===== config.mk =====
export PLATFORM = sky130hd
export DESIGN_NAME = podule_decode_ws
export DESIGN_NICKNAME = d
export VERILOG_FILES = /design/src/rtl/podule_pkg.sv /design/src/rtl/podule_region_match.sv /design/src/rtl/podule_decode_ws.sv
export SDC_FILE = /design/constraint.sdc
export NUM_CORES = 1
export LEC_CHECK = 0
export CAP_MARGIN = 10
export CELL_PAD_IN_SITES_DETAIL_PLACEMENT = 1
export CELL_PAD_IN_SITES_GLOBAL_PLACEMENT = 1
export CORE_MARGIN = 2
export CORE_UTILIZATION = 37
export DETAILED_ROUTE_END_ITERATION = 8
export PLACE_DENSITY = 0.76
export SLEW_MARGIN = 25
export SYNTH_ARGS = -nofsm -noshare
export SYNTH_HDL_FRONTEND = slang
export SYNTH_SLANG_ARGS = --single-unit

===== constraint.sdc =====
create_clock -name clk -period 2.5 [get_ports clk]
set_input_delay 0.5 -clock clk [delete_from_list [all_inputs] [get_ports clk]]
set_output_delay 0.5 -clock clk [all_outputs]
set_load 0.05 [all_outputs]

===== src/rtl/podule_pkg.sv =====
// Shared types and default tables for the podule address decoder.
// Tables are packed with region 0 in the least significant slot.
package podule_pkg;

    typedef enum logic [1:0] {StIdle, StAccess, StDone} state_e;

    localparam int unsigned REG_ROM    = 0;
    localparam int unsigned REG_ECONET = 1;
    localparam int unsigned REG_IDE    = 2;
    localparam int unsigned REG_IDE_HI = 3;
    localparam int unsigned REG_PAGE   = 4;
    localparam int unsigned REG_UART   = 5;
    localparam int unsigned REG_ETH    = 6;
    localparam int unsigned REG_INT    = 7;

    localparam logic [95:0] DEFAULT_MASK = {12'hF00, 12'hF00, 12'hF00, 12'hF00,
                                            12'hF00, 12'hD00, 12'hF00, 12'h800};
    localparam logic [95:0] DEFAULT_MATCH = {12'hF00, 12'hE00, 12'hD00, 12'hC00,
                                             12'hA00, 12'h900, 12'h800, 12'h000};
    localparam logic [31:0] DEFAULT_WAIT = {4'd0, 4'd3, 4'd2, 4'd0, 4'd1, 4'd4, 4'd3, 4'd2};

    function automatic int unsigned idx_width(int unsigned n);
        return (n > 1) ? $clog2(n) : 1;
    endfunction

endpackage


===== src/rtl/podule_region_match.sv =====
// Combinational mask/match table compare with lowest-index-wins priority.
module podule_region_match #(
    parameter int unsigned NUM_REGIONS = 8,
    parameter int unsigned AW = 12,
    parameter int unsigned IW = 3,
    parameter logic [NUM_REGIONS*AW-1:0] REGION_MASK = '0,
    parameter logic [NUM_REGIONS*AW-1:0] REGION_MATCH = '0
) (
    input  logic [AW-1:0]          a,
    output logic                   hit_valid,
    output logic [IW-1:0]          hit_idx,
    output logic [NUM_REGIONS-1:0] hit_onehot
);

    always_comb begin
        hit_valid  = 1'b0;
        hit_idx    = '0;
        hit_onehot = '0;
        // Walk downwards so the lowest matching index is the last one written.
        for (int i = NUM_REGIONS - 1; i >= 0; i--) begin
            if ((a & REGION_MASK[i*AW +: AW]) == REGION_MATCH[i*AW +: AW]) begin
                hit_valid = 1'b1;
                hit_idx   = IW'(i);
            end
        end
        if (hit_valid) begin
            hit_onehot[hit_idx] = 1'b1;
        end
    end

endmodule


===== src/rtl/podule_decode_ws.sv =====
// Clocked podule address decoder: registered one-hot chip selects, per-region
// wait states, ready handshake and the ROM page latch.
module podule_decode_ws
    import podule_pkg::*;
#(
    parameter int unsigned NUM_REGIONS = 8,
    parameter int unsigned AW = 12,
    parameter logic [NUM_REGIONS*AW-1:0] REGION_MASK = DEFAULT_MASK,
    parameter logic [NUM_REGIONS*AW-1:0] REGION_MATCH = DEFAULT_MATCH,
    parameter logic [NUM_REGIONS*4-1:0] REGION_WAIT = DEFAULT_WAIT,
    parameter int unsigned PAGE_REGION = REG_PAGE,
    parameter int unsigned PAGE_W = 6
) (
    input  logic                   clk,
    input  logic                   rst,
    input  logic [AW-1:0]          a,
    input  logic                   strobe,
    input  logic                   wr,
    input  logic [7:0]             wdata,
    output logic [NUM_REGIONS-1:0] cs,
    output logic                   ready,
    output logic                   miss,
    output logic [PAGE_W-1:0]      rom_page
);

    localparam int unsigned IW = idx_width(NUM_REGIONS);
    localparam logic [IW-1:0] PAGE_IDX = IW'(PAGE_REGION);

    if (NUM_REGIONS < 1 || NUM_REGIONS > 16) begin : g_bad_num_regions
        $error("NUM_REGIONS must be in 1..16");
    end
    if (PAGE_REGION >= NUM_REGIONS) begin : g_bad_page_region
        $error("PAGE_REGION must be below NUM_REGIONS");
    end
    if (PAGE_W > 8 || PAGE_W < 1) begin : g_bad_page_w
        $error("PAGE_W must be in 1..8");
    end

    logic                   hit_valid;
    logic [IW-1:0]          hit_idx;
    logic [NUM_REGIONS-1:0] hit_onehot;
    logic [3:0]             hit_wait;

    state_e                 state_q, state_d;
    logic [NUM_REGIONS-1:0] cs_q, cs_d;
    logic                   ready_q, ready_d;
    logic                   miss_q, miss_d;
    logic [3:0]             cnt_q, cnt_d;
    logic [IW-1:0]          idx_q, idx_d;
    logic                   wr_q, wr_d;
    logic [7:0]             wdata_q, wdata_d;
    logic [PAGE_W-1:0]      page_q, page_d;
    logic                   unused_wdata;

    podule_region_match #(
        .NUM_REGIONS  (NUM_REGIONS),
        .AW           (AW),
        .IW           (IW),
        .REGION_MASK  (REGION_MASK),
        .REGION_MATCH (REGION_MATCH)
    ) u_match (
        .a          (a),
        .hit_valid  (hit_valid),
        .hit_idx    (hit_idx),
        .hit_onehot (hit_onehot)
    );

    assign hit_wait     = REGION_WAIT[hit_idx*4 +: 4];
    assign unused_wdata = ^wdata_q;

    always_ff @(posedge clk or posedge rst) begin
        if (rst) begin
            state_q <= StIdle;
        end else begin
            state_q <= state_d;
        end
    end

    always_comb begin
        state_d = state_q;
        unique case (state_q)
            StIdle:   if (strobe) state_d = hit_valid ? StAccess : StDone;
            StAccess: begin
                if (!strobe) begin
                    state_d = StIdle;
                end else if (cnt_q == 4'd0) begin
                    state_d = StDone;
                end
            end
            StDone:   if (!strobe) state_d = StIdle;
            default:  state_d = StIdle;
        endcase
    end

    always_comb begin
        cs_d    = cs_q;
        ready_d = ready_q;
        miss_d  = miss_q;
        cnt_d   = cnt_q;
        idx_d   = idx_q;
        wr_d    = wr_q;
        wdata_d = wdata_q;
        page_d  = page_q;
        unique case (state_q)
            StIdle: begin
                if (strobe) begin
                    idx_d   = hit_idx;
                    wr_d    = wr;
                    wdata_d = wdata;
                    cs_d    = hit_onehot;
                    miss_d  = ~hit_valid;
                    cnt_d   = hit_valid ? hit_wait : 4'd0;
                    ready_d = 1'b0;
                end
            end
            StAccess: begin
                if (!strobe) begin
                    // Aborted cycle: drop selects, never raise ready, no page write.
                    cs_d  = '0;
                    cnt_d = 4'd0;
                end else if (cnt_q != 4'd0) begin
                    cnt_d = cnt_q - 4'd1;
                end else begin
                    ready_d = 1'b1;
                    if (wr_q && idx_q == PAGE_IDX) begin
                        page_d = wdata_q[PAGE_W-1:0];
                    end
                end
            end
            StDone: begin
                if (!strobe) begin
                    cs_d    = '0;
                    ready_d = 1'b0;
                    miss_d  = 1'b0;
                end else begin
                    ready_d = 1'b1;
                end
            end
            default: begin
                cs_d    = '0;
                ready_d = 1'b0;
                miss_d  = 1'b0;
                cnt_d   = 4'd0;
            end
        endcase
    end

    always_ff @(posedge clk or posedge rst) begin
        if (rst) begin
            cs_q    <= '0;
            ready_q <= 1'b0;
            miss_q  <= 1'b0;
            cnt_q   <= 4'd0;
            idx_q   <= '0;
            wr_q    <= 1'b0;
            wdata_q <= 8'h00;
            page_q  <= '0;
        end else begin
            cs_q    <= cs_d;
            ready_q <= ready_d;
            miss_q  <= miss_d;
            cnt_q   <= cnt_d;
            idx_q   <= idx_d;
            wr_q    <= wr_d;
            wdata_q <= wdata_d;
            page_q  <= page_d;
        end
    end

    assign cs       = cs_q;
    assign ready    = ready_q;
    assign miss     = miss_q;
    assign rom_page = page_q;

endmodule


==> results by group, run 1 <==
Run status
  • Status: finished clean

Synthesis
  • Count of flip-flops with a built-in enable after synthesis: 0
  • Syn Area/Cell: 10.99 µm²
  • Yosys Warn Count: 0
  • Unique cell type count in the Yosys netlist: 36
  • Register bit count reported by yosys: 32
  • Async SR Flop Fraction: between 90% and 100%
  • Seq/Total Area, Yosys: about half
  • Synth Cell Area: between 0.0015 and 0.002 mm²
  • Post-Syn Nets: between 150 and 200
  • Synth Flop Type: dfrtp_1
  • Gate count of the mapped netlist: 142

Hold path
  • Hold Startpoint: cs[0]$_DFFE_PP0P_
  • Worst hold path depth: 2
  • Worst min-delay path category: reg -> reg
  • Hold EP: cs[0]$_DFFE_PP0P_

Route
  • Vias per cell: ~5.2
  • First-pass DRT Iterations: 4
  • DRC: 0
  • Detailed-route wire length on metal 1: approximately 1.5 mm
  • Detail Route met2 WL: approximately 1.9 mm
  • WL/cell: approximately 16 µm
  • Number of DRC violations after detailed-routing iteration 0: 29
  • Met3 wire length: roughly 110 µm
  • Highest metal layer used by the detailed router: met4
  • Via Count: 1167
  • Total Wirelength: around 3.5 mm
  • Number of routed nets with antenna violations: 0

Power
  • Maximum ir drop on the vdd rail: roughly 0.66 mV
  • Final total power: 2.373 mW
  • Pwr dens: roughly 1200 mW/mm²
  • Cell leakage power: about 0.9 nW

GRT
  • Via count of the first global-routing pass: ~1300
  • Wire length of the first global-routing pass: 6.099 mm
  • Total routing resource utilization after global routing: roughly 18%
  • Antenna violations before repair: 0
  • Overflow left after global routing: 0
  • Largest net degree at the start of global routing: 33

STA
  • Share of the clock period used by the worst path: between 70% and 80%
  • Max-slew violation count: 0
  • Setup-violating endpoint count in the final report: 0
  • Relative max-transition margin: a little under two thirds
  • Final critical-path required period: ~2000 ps
  • Maximum achievable frequency: between 500 and 600 MHz
  • Setup TNS: 0 ps
  • Worst Tran Pin Value: around 540 ps
  • Unrepaired setup endpoints after global routing: false
  • Largest clock skew in the final design: 7.295 ps
  • Final hold vios: 0

Critical path
  • CP max stage cell: or3b_1
  • CP startpoint kind: register
  • Arrival time at the worst endpoint: about 2100 ps
  • Worst r2r path cells: 6
  • CP peak stage delay: 480 ps
  • Startpoint of the worst register-to-register path: cnt_q[0]$_DFFE_PP0P_
  • Setup slack on the worst flop-to-flop path: 530 ps
  • CP max FO: 6
  • Capture point of the worst reg-to-reg path: rom_page[0]$_DFFE_PP0P_
  • Data required time of the worst path: roughly 2700 ps
  • Critical Path, Cell by Cell: inv_1 > ha_1 > or3b_1 > nor2_4 > nand4_4 > mux2_2
  • Category of the critical setup timing path: reg -> reg
  • Element type at the critical path end: register

Clock network
  • Clock latency on the worst-skew pair: 280 ps
  • PostCTS Resize Cnt: 0
  • Maximum clock insertion buffer count: 2
  • Clock tree root buffer cell: clkbuf_8
  • Clock slew at the register clock pins of the worst setup and hold paths: approximately 70 ps
  • Setup fix buffers added after clock tree synthesis: 0
  • Number of hold buffers added after CTS: 0
  • Clock tree from TritonCTS: yes
  • Total clock sinks: 32
  • Level count of the clock H-tree: 2
  • Cts bufs inserted: 5

Layout
  • Commonest non-fill, non-tap cells in the layout: dfrtp_1 (32), clkdlybuf4s50_1 (29), nand2_1 (18), mux2_2 (14), o21ai_0 (13)
  • Post-synthesis to final-layout area growth: 29.99%
  • Total number of nets in the final design: roughly 200
  • Number of antenna diodes: 0
  • Share of layout cells above drive strength 1: between 15 and 20%
  • Most common library cell in the layout ignoring fill and taps: dfrtp_1
  • Finished Core Util: roughly 50%

Placed design
  • Routability Congestion: 0.7761
  • Port Buffers: 29
  • Dpl hpwl: ~2.7 mm

Die
  • Ports placed on the boundary: 40
  • Area of the core: ~0.004 mm²
  • Total number of placement rows: 23
  • Full die area: ~0.0048 mm²
  • Height of the die: about 69 µm
  • Starting utilization of the core area: 38.73%
  • Die W: 68.94 µm

Flow run
  • Max-Cap Viols: 0
[stage by stage]
stage | area, µm² | worst slack [ps] | cells | hold slack (ps)
2_1_floorplan | 1560 | 738.2 | 142 | 450.5
3_3_place_gp | 1902 | 325.9 | 218 | 461.4
3_5_place_dp | 1902 | 269.4 | 218 | 476.6
4_1_cts | 2028 | 495.9 | 226 | 491.2
5_1_grt | 2028 | 421.1 | 226 | 521.4
6_report | 2028 | 526.3 | 226 | 487.6
[synthesized netlist by cell type, types with 2 or more instances]
library cell  instances  area, µm²
nor2b_1               4      25.02
buf_6                 2      22.52
nand2_1              18      67.56
clkbuf_1              5      18.77
nor2_1                2      7.510
mux2_2               14      157.7
o31ai_1               3      22.52
a21oi_1               5      25.02
o21ai_0              13      65.06
nand2b_1              5      31.28
dfrtp_1              32      800.8
inv_1                 8      30.03
ha_1                  5      62.56
xnor2_1               2      17.52
nand3_1               2      10.01
o22ai_1               2      12.51
[flip-flops by register name, summed over array words and instances, names as in the netlist]
name	count
cs	8
miss	1
state_q	2
idx_q	3
cnt_q	4
wdata_q	6
ready	1
wr_q	1
rom_page	6
[kinds of logic after synthesis]
kind of cell | Yosys count | share of synthesized area (%)
adder cells (fa/ha/maj) | 5 | 4.010
flip-flops | 32 | 51.32
AO/OA/AOI/OAI | 33 | 13.63
buffers and inverters | 15 | 4.571
XOR/XNOR | 2 | 1.123
AND/OR/NAND/NOR | 40 | 14.60
multiplexers | 15 | 10.75
[final cells by class]
| type | count | area, µm² |
|---|---|---|
| timing repair buffer | 33 | 320.3 |
| tap | 50 | 62.56 |
| multi-input combinational | 95 | 688.2 |
| fill | 449 | 2001 |
| clock buffer | 7 | 96.34 |
| clock inverter | 1 | 30.03 |
| inverter | 8 | 30.03 |
| sequential | 32 | 800.8 |
[critical path, delay by kind of cell (launching register included)]
family | cells | cell delay [ps]
adders and majority gates | 1 | 140
muxes | 1 | 310
and+or+nand+nor | 3 | 880
DFF | 1 | 420
buffers and inverters | 1 | 100
[how the worst max path moves through the flow]
stage | slack [ps] | to | from | cells after the start
2_1_floorplan | 740 | rom_page[0]$_DFFE_PP0P_ | cnt_q[0]$_DFFE_PP0P_ | 7
3_3_place_gp | 330 | rom_page[3]$_DFFE_PP0P_ | strobe | 5
3_5_place_dp | 270 | rom_page[5]$_DFFE_PP0P_ | strobe | 5
4_1_cts | 500 | rom_page[5]$_DFFE_PP0P_ | cnt_q[0]$_DFFE_PP0P_ | 6
5_1_grt | 420 | rom_page[1]$_DFFE_PP0P_ | cnt_q[0]$_DFFE_PP0P_ | 6
6_report | 530 | rom_page[0]$_DFFE_PP0P_ | cnt_q[0]$_DFFE_PP0P_ | 6
[power breakdown]
part           switching [mW]  internal [mW]
logic                   0.612          0.412
registers               0.116          0.698
clock network           0.184          0.351
total                   0.912           1.46
[metal layers]
| metal | global-route usage, % | vias up |
|---|---|---|
| met3 | 4.708 | 5 |
| met5 | 0 | - |
| li1 | - | 563 |
| met2 | 33.29 | 25 |
| met4 | 8.088 | 0 |
| met1 | 19.22 | 574 |
Note: power is estimated with default switching activity, not from simulation.
==> run 2, diff against run 1 <==
--- a/config.mk
+++ b/config.mk
@@ -9,9 +9,9 @@
 export CELL_PAD_IN_SITES_DETAIL_PLACEMENT = 1
 export CELL_PAD_IN_SITES_GLOBAL_PLACEMENT = 1
 export CORE_MARGIN = 2
-export CORE_UTILIZATION = 37
+export CORE_UTILIZATION = 33
 export DETAILED_ROUTE_END_ITERATION = 8
-export PLACE_DENSITY = 0.76
+export PLACE_DENSITY = 0.72
 export SLEW_MARGIN = 25
 export SYNTH_ARGS = -nofsm -noshare
 export SYNTH_HDL_FRONTEND = slang
==> constraint.sdc (replaced) <==
create_clock -name clk -period 1.7 [get_ports clk]
set_input_delay 0.34 -clock clk [delete_from_list [all_inputs] [get_ports clk]]
set_output_delay 0.34 -clock clk [all_outputs]
set_load 0.05 [all_outputs]
==> run 2 against run 1 <==
The run now ends with setup timing left. Sequential share of layout area fell by 4.2 points. Critical path depth stayed put. Total power increased by 64%. Largest power group unchanged. Sequential cell count unchanged. Design area is 12% higher.
==> results by group, run 2 (synthesis results as in run 1) <==
STA
  • Maximum achievable frequency: 563.3 MHz (was 506.7 MHz)
  • Final critical-path required period: 1775 ps (was 1974 ps)
  • Share of the clock period used by the worst path: 104.4% (was 78.95%)
  • Final hold vios: 0 (unchanged)
  • Setup-violating endpoint count in the final report: 7 (was 0)
  • Unrepaired setup endpoints after global routing: true (was false)
  • Largest clock skew in the final design: 10.59 ps (was 7.295 ps)
  • Max-slew violation count: 0 (unchanged)
  • Worst Tran Pin Value: 415.0 ps (was 536.9 ps)
  • Relative max-transition margin: 72.33% (was 63.70%)
  • Setup WS post-layout: -75.15 ps (was 526.3 ps)

Clock network
  • Clock slew at the register clock pins of the worst setup and hold paths: 80 ps (was 70 ps)
  • Cts bufs inserted: 5 (unchanged)
  • Number of hold buffers added after CTS: 0 (unchanged)
  • Clock latency on the worst-skew pair: 280 ps (about the same)
  • Clock tree from TritonCTS: yes (unchanged)
  • Clock tree root buffer cell: clkbuf_8 (unchanged)
  • Maximum clock insertion buffer count: 2 (unchanged)
  • Level count of the clock H-tree: 2 (unchanged)
  • Total clock sinks: 32 (unchanged)

Die
  • Ports placed on the boundary: 40 (unchanged)
  • Full die area: 0.005294 mm² (was 0.004752 mm²)
  • Total number of placement rows: 25 (was 23)
  • Die W: 72.76 µm (was 68.94 µm)
  • Starting utilization of the core area: 33.70% (was 38.73%)
  • Height of the die: 72.76 µm (was 68.94 µm)
  • Area of the core: 0.004629 mm² (was 0.004029 mm²)

Run status
  • Violations in the final reports: setup timing
  • Status: complete, but fails checks (was finished clean)

Hold path
  • Worst min-delay path category: in -> async (was reg -> reg)

Layout
  • Post-synthesis to final-layout area growth: 45.47% (was 29.99%)
  • Finished Core Util: 49.03% (was 50.34%)
  • Flip-flop count of the largest register after layout: 8 (unchanged)
  • Multi-input gate area: 762.0 µm² (was 688.2 µm²)
  • Most common library cell in the layout ignoring fill and taps: buf_4 (was dfrtp_1)
  • Share of layout cells above drive strength 1: 43.41% (was 17.05%)
  • Total number of nets in the final design: 233 (was 204)
  • Commonest non-fill, non-tap cells in the layout: buf_4 (49), dfrtp_1 (32), nand2_1 (16), o21ai_0 (13), clkdlybuf4s50_1 (13) (was dfrtp_1 (32), clkdlybuf4s50_1 (29), nand2_1 (18), mux2_2 (14), o21ai_0 (13))
  • Post-route cell area: 0.002270 mm² (was 0.002028 mm²)
  • Number of antenna diodes: 0 (unchanged)
  • Sequential cell area: 800.8 µm² (unchanged)
  • Post-layout instance count excluding filler cells: 259 (was 226)
  • Final-layout fill cell count: 515 (was 449)

Placed design
  • Dpl hpwl: 2.880 mm (was 2.682 mm)
  • Routability Congestion: 0.7896 (was 0.7761)
  • Area after detailed placement: 0.002057 mm² (was 0.001902 mm²)
  • Port Buffers: 29 (unchanged)
  • Count of placed standard cells including taps: 247 (was 218)

GRT
  • Wire length of the first global-routing pass: 6.555 mm (was 6.099 mm)
  • Total routing resource utilization after global routing: 16.53% (was 18.08%)
  • Antenna violations before repair: 0 (unchanged)
  • Overflow left after global routing: 0 (unchanged)
  • Via count of the first global-routing pass: 1391 (was 1345)
  • Largest net degree at the start of global routing: 33 (unchanged)

Power
  • Maximum ir drop on the vdd rail: 1.013 mV (was 0.6609 mV)
  • Pwr dens: 1714 mW/mm² (was 1170 mW/mm²)
  • Cell leakage power: 1.080 nW (was 0.8982 nW)
  • Final total power: 3.890 mW (was 2.373 mW)

Route
  • Number of routed nets with antenna violations: 0 (unchanged)
  • First-pass DRT Iterations: 3 (was 4)
  • DRC: 0 (unchanged)
  • Via Count: 1285 (was 1167)
  • WL/cell: 15.74 µm (was 15.65 µm)
  • Total Wirelength: 4.077 mm (was 3.537 mm)
  • Number of DRC violations after detailed-routing iteration 0: 57 (was 29)
  • Vias per cell: 4.961 (was 5.164)

Critical path
  • CP max FO: 6 (unchanged)
  • Arrival time at the worst endpoint: 1940 ps (was 2140 ps)
  • Element type at the critical path end: register (unchanged)
  • Data required time of the worst path: 1860 ps (was 2660 ps)
  • Category of the critical setup timing path: reg -> reg (unchanged)
  • CP startpoint kind: register (unchanged)

Flow run
  • Max-Cap Viols: 0 (unchanged)
[run 2: layout make-up]
cell class,count,share of cell area (%)
sequential,32,35.28
inverter,8,1.323
multi-input combinational,95,33.57
clock inverter,3,1.874
tap,54,2.977
clock buffer,5,3.032
timing repair buffer,62,21.94
[run 2: final timing paths]
| path | slack (ps) | start | end | cells after the start |
|---|---|---|---|---|
| worst max-delay path | -80 | cnt_q[0]$_DFFE_PP0P_ | rom_page[4]$_DFFE_PP0P_ | 6 |
| worst max register to register | -80 | cnt_q[0]$_DFFE_PP0P_ | rom_page[4]$_DFFE_PP0P_ | 6 |
| min in group clk | 490 | cs[3]$_DFFE_PP0P_ | cs[3]$_DFFE_PP0P_ | 2 |
| worst min register to register | 490 | cs[3]$_DFFE_PP0P_ | cs[3]$_DFFE_PP0P_ | 2 |
| worst min-delay path | 450 | rst | state_q[1]$_DFFE_PP0P_ | 3 |
| max in group asynchronous | 950 | rst | idx_q[0]$_DFFE_PP0P_ | 3 |
[run 2: worst max-delay path: stages, from the launching register on]
cell and delay (ps):
dfrtp_1 400, inv_2 90, ha_4 120, or3b_4 410, nor2_4 140, nand4_4 160
mux2_4 340
[run 2: layer usage]
metal / GRT usage (%) / wire (µm)
met5: 0 / 0
met4: 4.938 / 17
met3: 4.420 / 187
met2: 29.70 / 2224
met1: 19.16 / 1648
[run 2: what timing repair did]
action	in CTS	in global routing
pin swaps	1	0
endpoints found under the setup margin	13	13
gates cloned	0	0
resized for setup	11	7
setup buffers	3	1
[run 2: where the power goes]
part / internal (mW) / switching, mW / leakage (nW)
Clock: 0.433 / 0.284 / 0.0541
Combinational: 0.943 / 1.04 / 0.607
Sequential: 1.03 / 0.161 / 0.419
[run 2: per-stage QoR]
stage	setup WS, ps	hold WS [ps]	TNS [ps]
final	-75.15	450.0	-373.5
after global routing	-132.5	505.7	-788.1
after CTS	-78.54	464.0	-292.3
after detailed placement	-381.6	485.3	-3380
after global placement	-183.1	462.4	-2230
after floorplan	-16.80	450.5	-100.8
